==> src/rtl/i2s_sample_fifo_if.sv <==
// Producer-to-FIFO sample handshake plus the transmitter request/sample pair.
interface i2s_sample_fifo_if;
  logic [31:0] in_data;
  logic        in_valid;
  logic        in_ready;
  logic        req;
  logic [31:0] sound;

  modport master (output in_data, in_valid, req, input in_ready, sound);
  modport slave  (input in_data, in_valid, req, output in_ready, sound);
endinterface

==> src/rtl/i2s_sample_fifo.sv <==
// Circular stereo-sample buffer feeding the I2S transmitter; one word per req, sound
// registered the cycle after req. Playback is gated on a prefill level; underruns are counted.
module i2s_sample_fifo #(
  parameter int DEPTH_LOG2    = 4,
  parameter int START_LEVEL   = 8,
  parameter bit UNDERRUN_HOLD = 1'b0
) (
  input  logic                  clkin,
  input  logic                  rst,
  i2s_sample_fifo_if.slave      bus,
  input  logic                  clr_stats,
  output logic [DEPTH_LOG2:0]   level,
  output logic                  running,
  output logic [15:0]           underrun_cnt
);

  localparam int DEPTH = 1 << DEPTH_LOG2;
  localparam logic [DEPTH_LOG2:0] FULL_LVL  = (DEPTH_LOG2+1)'(DEPTH);
  localparam logic [DEPTH_LOG2:0] START_LVL = (DEPTH_LOG2+1)'(START_LEVEL);

  typedef enum logic {FILLING, RUNNING} state_t;

  state_t                state;
  logic [31:0]           mem [DEPTH];
  logic [DEPTH_LOG2-1:0] wr_ptr;
  logic [DEPTH_LOG2-1:0] rd_ptr;
  logic                  push;
  logic                  pop;
  logic                  underrun;
  logic [DEPTH_LOG2:0]   level_nxt;

  // Full/empty come from the occupancy counter, never from pointer comparison.
  assign bus.in_ready = !rst && (level != FULL_LVL);
  assign push         = bus.in_valid && bus.in_ready;
  assign pop          = (state == RUNNING) && bus.req && (level != '0);
  assign underrun     = (state == RUNNING) && bus.req && (level == '0);
  assign running      = (state == RUNNING);

  always_comb begin
    level_nxt = level;
    if (push && !pop)
      level_nxt = level + 1'b1;
    else if (pop && !push)
      level_nxt = level - 1'b1;
  end

  always_ff @(posedge clkin) begin
    if (push)
      mem[wr_ptr] <= bus.in_data;
  end

  always_ff @(posedge clkin) begin
    if (rst) begin
      wr_ptr       <= '0;
      rd_ptr       <= '0;
      level        <= '0;
      bus.sound    <= '0;
      underrun_cnt <= '0;
      state        <= FILLING;
    end else begin
      level <= level_nxt;
      if (push)
        wr_ptr <= wr_ptr + 1'b1;
      if (pop) begin
        rd_ptr    <= rd_ptr + 1'b1;
        bus.sound <= mem[rd_ptr];
      end else if ((state == FILLING || underrun) && !UNDERRUN_HOLD) begin
        bus.sound <= '0;
      end

      // A clear in the same cycle as an underrun leaves the count at zero.
      if (clr_stats)
        underrun_cnt <= '0;
      else if (underrun && underrun_cnt != 16'hFFFF)
        underrun_cnt <= underrun_cnt + 16'd1;

      case (state)
        FILLING: if (level_nxt >= START_LVL) state <= RUNNING;
        RUNNING: if (underrun) state <= FILLING;
        default: state <= FILLING;
      endcase
    end
  end

endmodule

==> src/flat_wrapper.sv <==
// flat-port wrapper written by rule: the top's interface ports become plain ports
module i2s_sample_fifo_flat 
#(
  parameter int DEPTH_LOG2    = 4,
  parameter int START_LEVEL   = 8,
  parameter bit UNDERRUN_HOLD = 1'b0
)
  (clkin, rst, clr_stats, level, running, underrun_cnt, bus_in_data, bus_in_valid, bus_req, bus_in_ready, bus_sound);
  i2s_sample_fifo_if bus_i ();
  input  logic clkin;
  input  logic rst;
  input  logic clr_stats;
  output logic [DEPTH_LOG2:0] level;
  output logic running;
  output logic [15:0] underrun_cnt;
  input wire logic [$bits(bus_i.in_data)-1:0] bus_in_data;
  input wire logic [$bits(bus_i.in_valid)-1:0] bus_in_valid;
  input wire logic [$bits(bus_i.req)-1:0] bus_req;
  output wire logic [$bits(bus_i.in_ready)-1:0] bus_in_ready;
  output wire logic [$bits(bus_i.sound)-1:0] bus_sound;
  assign bus_i.in_data = bus_in_data;
  assign bus_i.in_valid = bus_in_valid;
  assign bus_i.req = bus_req;
  assign bus_in_ready = bus_i.in_ready;
  assign bus_sound = bus_i.sound;
  i2s_sample_fifo #(.DEPTH_LOG2(DEPTH_LOG2), .START_LEVEL(START_LEVEL), .UNDERRUN_HOLD(UNDERRUN_HOLD)) u_core (.clkin(clkin), .rst(rst), .bus(bus_i), .clr_stats(clr_stats), .level(level), .running(running), .underrun_cnt(underrun_cnt));
endmodule
==> config.mk <==
export PLATFORM = sky130hd
export DESIGN_NAME = i2s_sample_fifo_flat
export DESIGN_NICKNAME = d
export VERILOG_FILES = /design/src/rtl/i2s_sample_fifo_if.sv /design/src/rtl/i2s_sample_fifo.sv /design/src/flat_wrapper.sv
export SDC_FILE = /design/constraint.sdc
export NUM_CORES = 1
export LEC_CHECK = 0
export BUFFER_PORTS_ARGS = -buffer_cell sky130_fd_sc_hd__buf_4
export CAP_MARGIN = 15
export CORE_MARGIN = 5
export CORE_UTILIZATION = 61
export CTS_CLUSTER_DIAMETER = 200
export DETAILED_ROUTE_END_ITERATION = 10
export PLACE_DENSITY = 0.83
export SYNTH_ARGS = -nofsm -noshare
export SYNTH_HDL_FRONTEND = slang
export SYNTH_SLANG_ARGS = --single-unit
==> constraint.sdc <==
create_clock -name clkin -period 5.75 [get_ports clkin]
set_input_delay 1.15 -clock clkin [delete_from_list [all_inputs] [get_ports clkin]]
set_output_delay 1.15 -clock clkin [all_outputs]
set_load 0.1 [all_outputs]
==> results.md, run 1 <==
- Setup TNS: 0 ns
- Synth top area cells: edfxtp_1 70%, mux4_2 13%, dfxtp_1 6.0%
- Period minus WS final: approximately 3.5 ns
- Crit path kind: register to register
- Total CTS buffers: 55
- Placed wire-length estimate: around 28 mm
- Crit path max fanout: 32
- Tot GR Track Use: 0.2483
- Critical path startpoint category: register
- Arr. time, crit path: about 3.7 ns
- Total core area: about 36,000 µm²
- Top cell type by total area after synthesis: edfxtp_1
- Ant. Diodes: 0
- Leakage power total: 8.026 nW
- Post-synthesis compound-gate area fraction: 0.02828
- # DRC: 0
- Largest family of logic cells by synthesized area: multiplexers
- Clk buf depth: 3
- Post-CTS Setup Bufs: 0
- Register area share after synthesis: 0.7593
- Simple-Gate Fraction of Synth Area: 0.02498
- Initial Util: 0.6182
- CTS tree: yes
- Initial DRC Count: around 1,200
- Number of top-level pins: just over 90
- Relative slew slack: 0.2146
- Total power: ~8.3 mW
- Total wire length: between 40 and 50 mm
- Top FF cell, synth: edfxtp_1
- Worst Tran Pin Value: around 1.2 ns
- Reg2reg setup slack: 2.26 ns
- Worst-Skew Late Latency: around 0.60 ns
- Fin crit share: 0.6066
- Antenna violations before repair: 1
- Vias in the first global route: 11,210
- Max VDD drop: between 0.2 and 0.25 mV
- Final hold vios: 0
- Max_cap viols: 0
- Layout Cells excl Fill: 1,677
- Hold Buf Count CTS: 0
- Placed cells: 1,573
- Final setup viols: 0
- Worst min-delay path class: register to register
- Post-synth cell types: 41
- Fraction of layout cells with a size suffix above 1: 0.2854
- DRT antenna net count: 0
- Layout Skew: around 0.018 ns
- Syn Nets: 1,102
- Worst setup EP type: register
- Synth top area share: 0.6993
- RSZ-0062 raised after global routing: false
- Clock sink total: a little under 600
- NumNets Final: between 1,000 and 1,500
- Vias post-DR: roughly 11,000
- Gpl congestion: approximately 0.8
- Commonest non-fill, non-tap cells in the layout: 512 x edfxtp_1, 128 x mux4_2, 108 x buf_4
- Avg Vias per Cell: around 6.5
- Die Area: between 30,000 and 40,000 µm²
- Input/output buffers: 91
- Average wire per cell in the routed design: between 20 and 30 µm
- Pin count of the biggest net entering global routing: 74
- Syn Inst Count: approximately 1,100
- CTS clk-pin slew, worst paths: roughly 0.060 ns
- Status: finished clean
- Post-synthesis mux area share: 0.1621
- Router iterations before antenna repair: 5
- Yosys warning total: 0
- CTS resizes: 0
- Fraction of registers with async set or reset after synthesis: 0
- FMAX: about 290 MHz
- EDFF count, synth: approximately 500
- CP required: slightly below 6 ns
- Post-Synth XOR/XNOR Area: 0.009162
- Height of the die: between 150 and 200 µm
- Max Slew Vio Count: 0
- # rows: about 70
- Commonest non-fill, non-tap cell in the layout: edfxtp_1
- Syn Area/Cell: 20.80 µm²
- Die W: around 200 µm
- CTS root buf: clkbuf_16
- GR Overflow Total: 0
- Adder-cell share of the synthesized area: 0.004552
- Area Overhead vs Synth: 14.13%
- Power per cell area: 331.5 nW/µm²
- Cell area after synthesis: around 22,000 µm²
- First-pass GRT wire length: a little over 70 mm
- H-Tree Depth: 2
- Yosys reg bits: ~580
-- final cells by class --
cell class	instances	area [µm²]
clock inverters	30	249.0
repair buffers	110	858.3
clock buffers	73	1525
multi-input cells	418	5151
inverters	7	26.28
fillers	2079	10480
flip-flops and latches	578	16710
well taps	461	576.8
-- cells in the mapped netlist, types with 2 or more instances --
| library cell | instances |
|---|---|
| mux2i_1 | 68 |
| nand2b_1 | 3 |
| a2111oi_1 | 2 |
| nor3b_1 | 3 |
| buf_1 | 4 |
| nand3_1 | 9 |
| xnor2_1 | 19 |
| or2_2 | 2 |
| mux4_2 | 128 |
| o22ai_1 | 32 |
| and4_1 | 2 |
| a2111oi_2 | 5 |
| a211oi_1 | 2 |
| nor2_1 | 41 |
| clkbuf_1 | 29 |
| buf_2 | 21 |
| a21oi_1 | 5 |
| inv_1 | 7 |
| nor2b_1 | 2 |
| nand3b_1 | 3 |
| and2_1 | 2 |
| ha_1 | 8 |
| o31ai_1 | 2 |
| xor2_1 | 4 |
| nand2_1 | 15 |
| edfxtp_1 | 512 |
| nand4_1 | 6 |
| nor3_1 | 10 |
| dfxtp_1 | 66 |
| o21ai_0 | 3 |
| a21o_1 | 32 |
-- state kept, by name, indices dropped and copies added, names as in the netlist, named ones only --
signal and flops:
u_core.mem 512, u_core.bus.sound 32, u_core.underrun_cnt 16, u_core.level 5, u_core.rd_ptr 4, u_core.wr_ptr 4
u_core.running 1
-- path summary, 6_finish.rpt --
path	startpoint	end	depth (start not counted)
min reg2reg	u_core.bus.sound[21]$_SDFFE_PP0P_	u_core.bus.sound[21]$_SDFFE_PP0P_	1
min	u_core.bus.sound[21]$_SDFFE_PP0P_	u_core.bus.sound[21]$_SDFFE_PP0P_	1
max	u_core.level[0]$_SDFF_PP0_	u_core.mem[11][1]$_DFFE_PP_	6
max reg2reg	u_core.level[0]$_SDFF_PP0_	u_core.mem[11][1]$_DFFE_PP_	6
-- logic make-up after synthesis --
kind of cell	Yosys count
xor+xnor	23
buf+inv	61
fa+ha+maj	8
mux	196
flops	578
simple gates	106
compound gates	85
-- routing by layer --
layer	vias up	wire (µm)	track usage
li1	4591	-	-
met1	5629	18700	0.3525
met2	580	23860	0.3923
met3	97	5224	0.07184
met4	0	1142	0.06164
met5	-	0	0
-- power breakdown --
group          switching [mW]  internal, mW  total (mW)
Combinational           0.129        0.0505       0.179
Clock                    1.50          2.04        3.54
Sequential            0.00966          4.59        4.60
-- per-stage QoR --
stage | cell area, µm² | util | hold WS, ns | setup WS (ns)
finish | 25090 | 0.7055 | 0.4512 | 2.262
floorplan | 21990 | - | 0.4847 | 0.6225
detailed placement | 23290 | 0.6548 | 0.4407 | 1.734
global placement | 23290 | 0.6548 | 0.4360 | 1.829
global route | 25090 | 0.7055 | 0.4678 | 2.041
CTS | 25070 | 0.7047 | 0.4544 | 2.284
-- critical path, stage by stage, from the launching register on --
cell and delay, ns:
dfxtp_1 0.40, inv_1 0.09, ha_1 0.24, nor3b_1 0.17
a21oi_1 0.69, nand2_1 0.48, nor2_4 1.00
(Power assumes the default switching activity.)
==> inputs of run 2 (changes only) <==
==> constraint.sdc (replaced) <==
create_clock -name clkin -period 3.34 [get_ports clkin]
set_input_delay 0.668 -clock clkin [delete_from_list [all_inputs] [get_ports clkin]]
set_output_delay 0.668 -clock clkin [all_outputs]
set_load 0.1 [all_outputs]
==> run 2 against run 1 <==
Against the previous run: total power grew 77%; worst setup slack lost 1.9 ns; global-route usage is essentially flat; non-clock buffer count grew 24; sequential power grew 72%; hold slack lost 0.070 ns; register-to-register slack lost 1.9 ns; first-iteration DRC count shrank 14%; critical path depth grew 1; maximum frequency grew 16%; largest power group unchanged.
==> results.md, run 2 (synthesis results as in run 1) <==
- Fraction of layout cells with a size suffix above 1: 0.3118 (was 0.2854)
- Setup TNS: 0 ns (unchanged)
- Placed cells: 1,598 (was 1,573)
- Gpl congestion: 0.7903 (was 0.8197)
- Clock sink total: 578 (unchanged)
- Layout Skew: 0.02376 ns (was 0.01766 ns)
- CTS root buf: clkbuf_16 (unchanged)
- # rows: 69 (unchanged)
- Most flops, register: u_core.mem (unchanged)
- Worst min-delay path class: input port to register (was register to register)
- Leakage power total: 8.205 nW (was 8.026 nW)
- Total core area: 35,570 µm² (unchanged)
- Total wire length: 48.46 mm (was 48.93 mm)
- Input/output buffers: 91 (unchanged)
- Power per cell area: 576.4 nW/µm² (was 331.5 nW/µm²)
- Final worst slack: 0.3408 ns (was 2.262 ns)
- Worst Tran Pin Value: 0.8783 ns (was 1.175 ns)
- Largest registers: u_core.mem x512, u_core.bus.sound x32, u_core.underrun_cnt x16 (unchanged)
- Critical Path Source: u_core.level[0]$_SDFF_PP0_ (unchanged)
- Fin crit share: 0.8980 (was 0.6066)
- Critical path startpoint category: register (unchanged)
- # DRC: 0 (unchanged)
- Worst-Skew Late Latency: 0.59 ns (was 0.60 ns)
- Initial DRC Count: 1,033 (was 1,196)
- Crit path max fanout: 22 (was 32)
- Max VDD drop: 0.4509 mV (was 0.2450 mV)
- Average wire per cell in the routed design: 28.47 µm (was 29.18 µm)
- Clk buf depth: 3 (unchanged)
- Status: finished clean (unchanged)
- Worst setup EP type: register (unchanged)
- Placed wire-length estimate: 26.32 mm (was 27.57 mm)
- GR Overflow Total: 0 (unchanged)
- Total CTS buffers: 55 (unchanged)
- Tot GR Track Use: 0.2484 (was 0.2483)
- RSZ-0062 raised after global routing: false (unchanged)
- Max_cap viols: 0 (unchanged)
- Place WS: 0.3143 ns (was 1.734 ns)
- CTS resizes: 0 (unchanged)
- NumNets Final: 1,239 (was 1,215)
- Number of top-level pins: 92 (unchanged)
- Pin count of the biggest net entering global routing: 64 (was 74)
- Commonest non-fill, non-tap cell in the layout: edfxtp_1 (unchanged)
- CTS tree: yes (unchanged)
- First-pass GRT wire length: 72.91 mm (was 72.05 mm)
- Height of the die: 199.9 µm (unchanged)
- Vias post-DR: 10,980 (was 10,900)
- Filler cells: 2,038 (was 2,079)
- WHS: 0.3817 ns (was 0.4512 ns)
- R2R Path Start: u_core.level[0]$_SDFF_PP0_ (unchanged)
- Router iterations before antenna repair: 5 (unchanged)
- Die Area: 39,940 µm² (unchanged)
- Post-CTS Setup Bufs: 0 (unchanged)
- Crit path kind: register to register (unchanged)
- Area Overhead vs Synth: 16.01% (was 14.13%)
- Final hold vios: 0 (unchanged)
- CP required: 3.57 ns (was 5.96 ns)
- Max Slew Vio Count: 0 (unchanged)
- CTS clk-pin slew, worst paths: 0.06 ns (about the same)
- DRT antenna net count: 0 (unchanged)
- Commonest non-fill, non-tap cells in the layout: 512 x edfxtp_1, 128 x mux4_2, 127 x buf_4 (was 512 x edfxtp_1, 128 x mux4_2, 108 x buf_4)
- Relative slew slack: 0.4100 (was 0.2146)
- Period minus WS final: 2.999 ns (was 3.488 ns)
- FMAX: 333.4 MHz (was 286.7 MHz)
- Ant. Diodes: 0 (unchanged)
- Die W: 199.9 µm (unchanged)
- Hold path startpoint: bus_in_data[28] (was u_core.bus.sound[21]$_SDFFE_PP0P_)
- Number of flip-flops in the largest register: 512 (unchanged)
- Initial Util: 0.6182 (unchanged)
- Arr. time, crit path: 3.23 ns (was 3.70 ns)
- Hold Buf Count CTS: 0 (unchanged)
- Avg Vias per Cell: 6.452 (was 6.498)
- Antenna violations before repair: 1 (unchanged)
- Layout Cells excl Fill: 1,702 (was 1,677)
- Vias in the first global route: 11,590 (was 11,210)
- Final setup viols: 0 (unchanged)
- H-Tree Depth: 2 (unchanged)
## run 2: cell count changes in the layout (fill, tap and decap cells not counted), moves of 4 or more
cell | before | now
buf_12 | 1 | 7
bufinv_16 | 4 | 9
clkinv_1 | 15 | 6
clkinvlp_4 | 1 | 5
dfxtp_1 | 63 | 59
buf_4 | 108 | 127
nor3_2 | 4 | 0
nor3_4 | 0 | 4
## run 2: power breakdown
group | internal (mW) | switching (mW)
clock network | 3.87 | 2.63
logic | 0.0886 | 0.195
registers | 7.90 | 0.0184
## run 2: final cells by class
| class | count | area [µm²] | share of cell area |
|---|---|---|---|
| multi-input combinational | 418 | 5176 | 0.2029 |
| clock buffer | 69 | 1490 | 0.05842 |
| sequential | 578 | 16720 | 0.6554 |
| inverter | 7 | 26.28 | 0.001030 |
| clock inverter | 35 | 427.9 | 0.01678 |
| tap | 461 | 576.8 | 0.02261 |
| timing repair buffer | 134 | 1094 | 0.04287 |
## run 2: critical path, stage by stage, from the launching register on
cell and delay (ns):
dfxtp_4 0.37, inv_1 0.07, ha_1 0.24, nor3b_1 0.18, a21oi_1 0.62, nand2_1 0.48, nor3_4 0.32, buf_4 0.38
## run 2: routing by layer
| metal | share of wire | up-vias | global-route usage |
|---|---|---|---|
| met1 | 0.38 | 5688 | 0.3363 |
| met4 | 0.027 | 2 | 0.07396 |
| met5 | 0.00027 | - | 0 |
| met2 | 0.52 | 573 | 0.4275 |
| met3 | 0.072 | 84 | 0.03927 |
| li1 | - | 4634 | - |
## run 2: path summary, 6_finish.rpt
check	to	slack, ns	depth (start not counted)
setup reg to reg	u_core.mem[3][10]$_DFFE_PP_	0.34	7
setup / recovery	u_core.mem[3][10]$_DFFE_PP_	0.34	7
hold reg to reg	u_core.bus.sound[22]$_SDFFE_PP0P_	0.45	1
hold / removal	u_core.mem[11][28]$_DFFE_PP_	0.38	1
## run 2: per-stage QoR
step | area (µm²) | util | power, mW
2_1_floorplan | 22090 | - | 8.183
3_3_place_gp | 23590 | 0.6632 | 8.333
3_5_place_dp | 23590 | 0.6632 | 8.351
4_1_cts | 25510 | 0.7171 | 14.79
5_1_grt | 25510 | 0.7171 | 15.14
6_report | 25510 | 0.7171 | 14.70
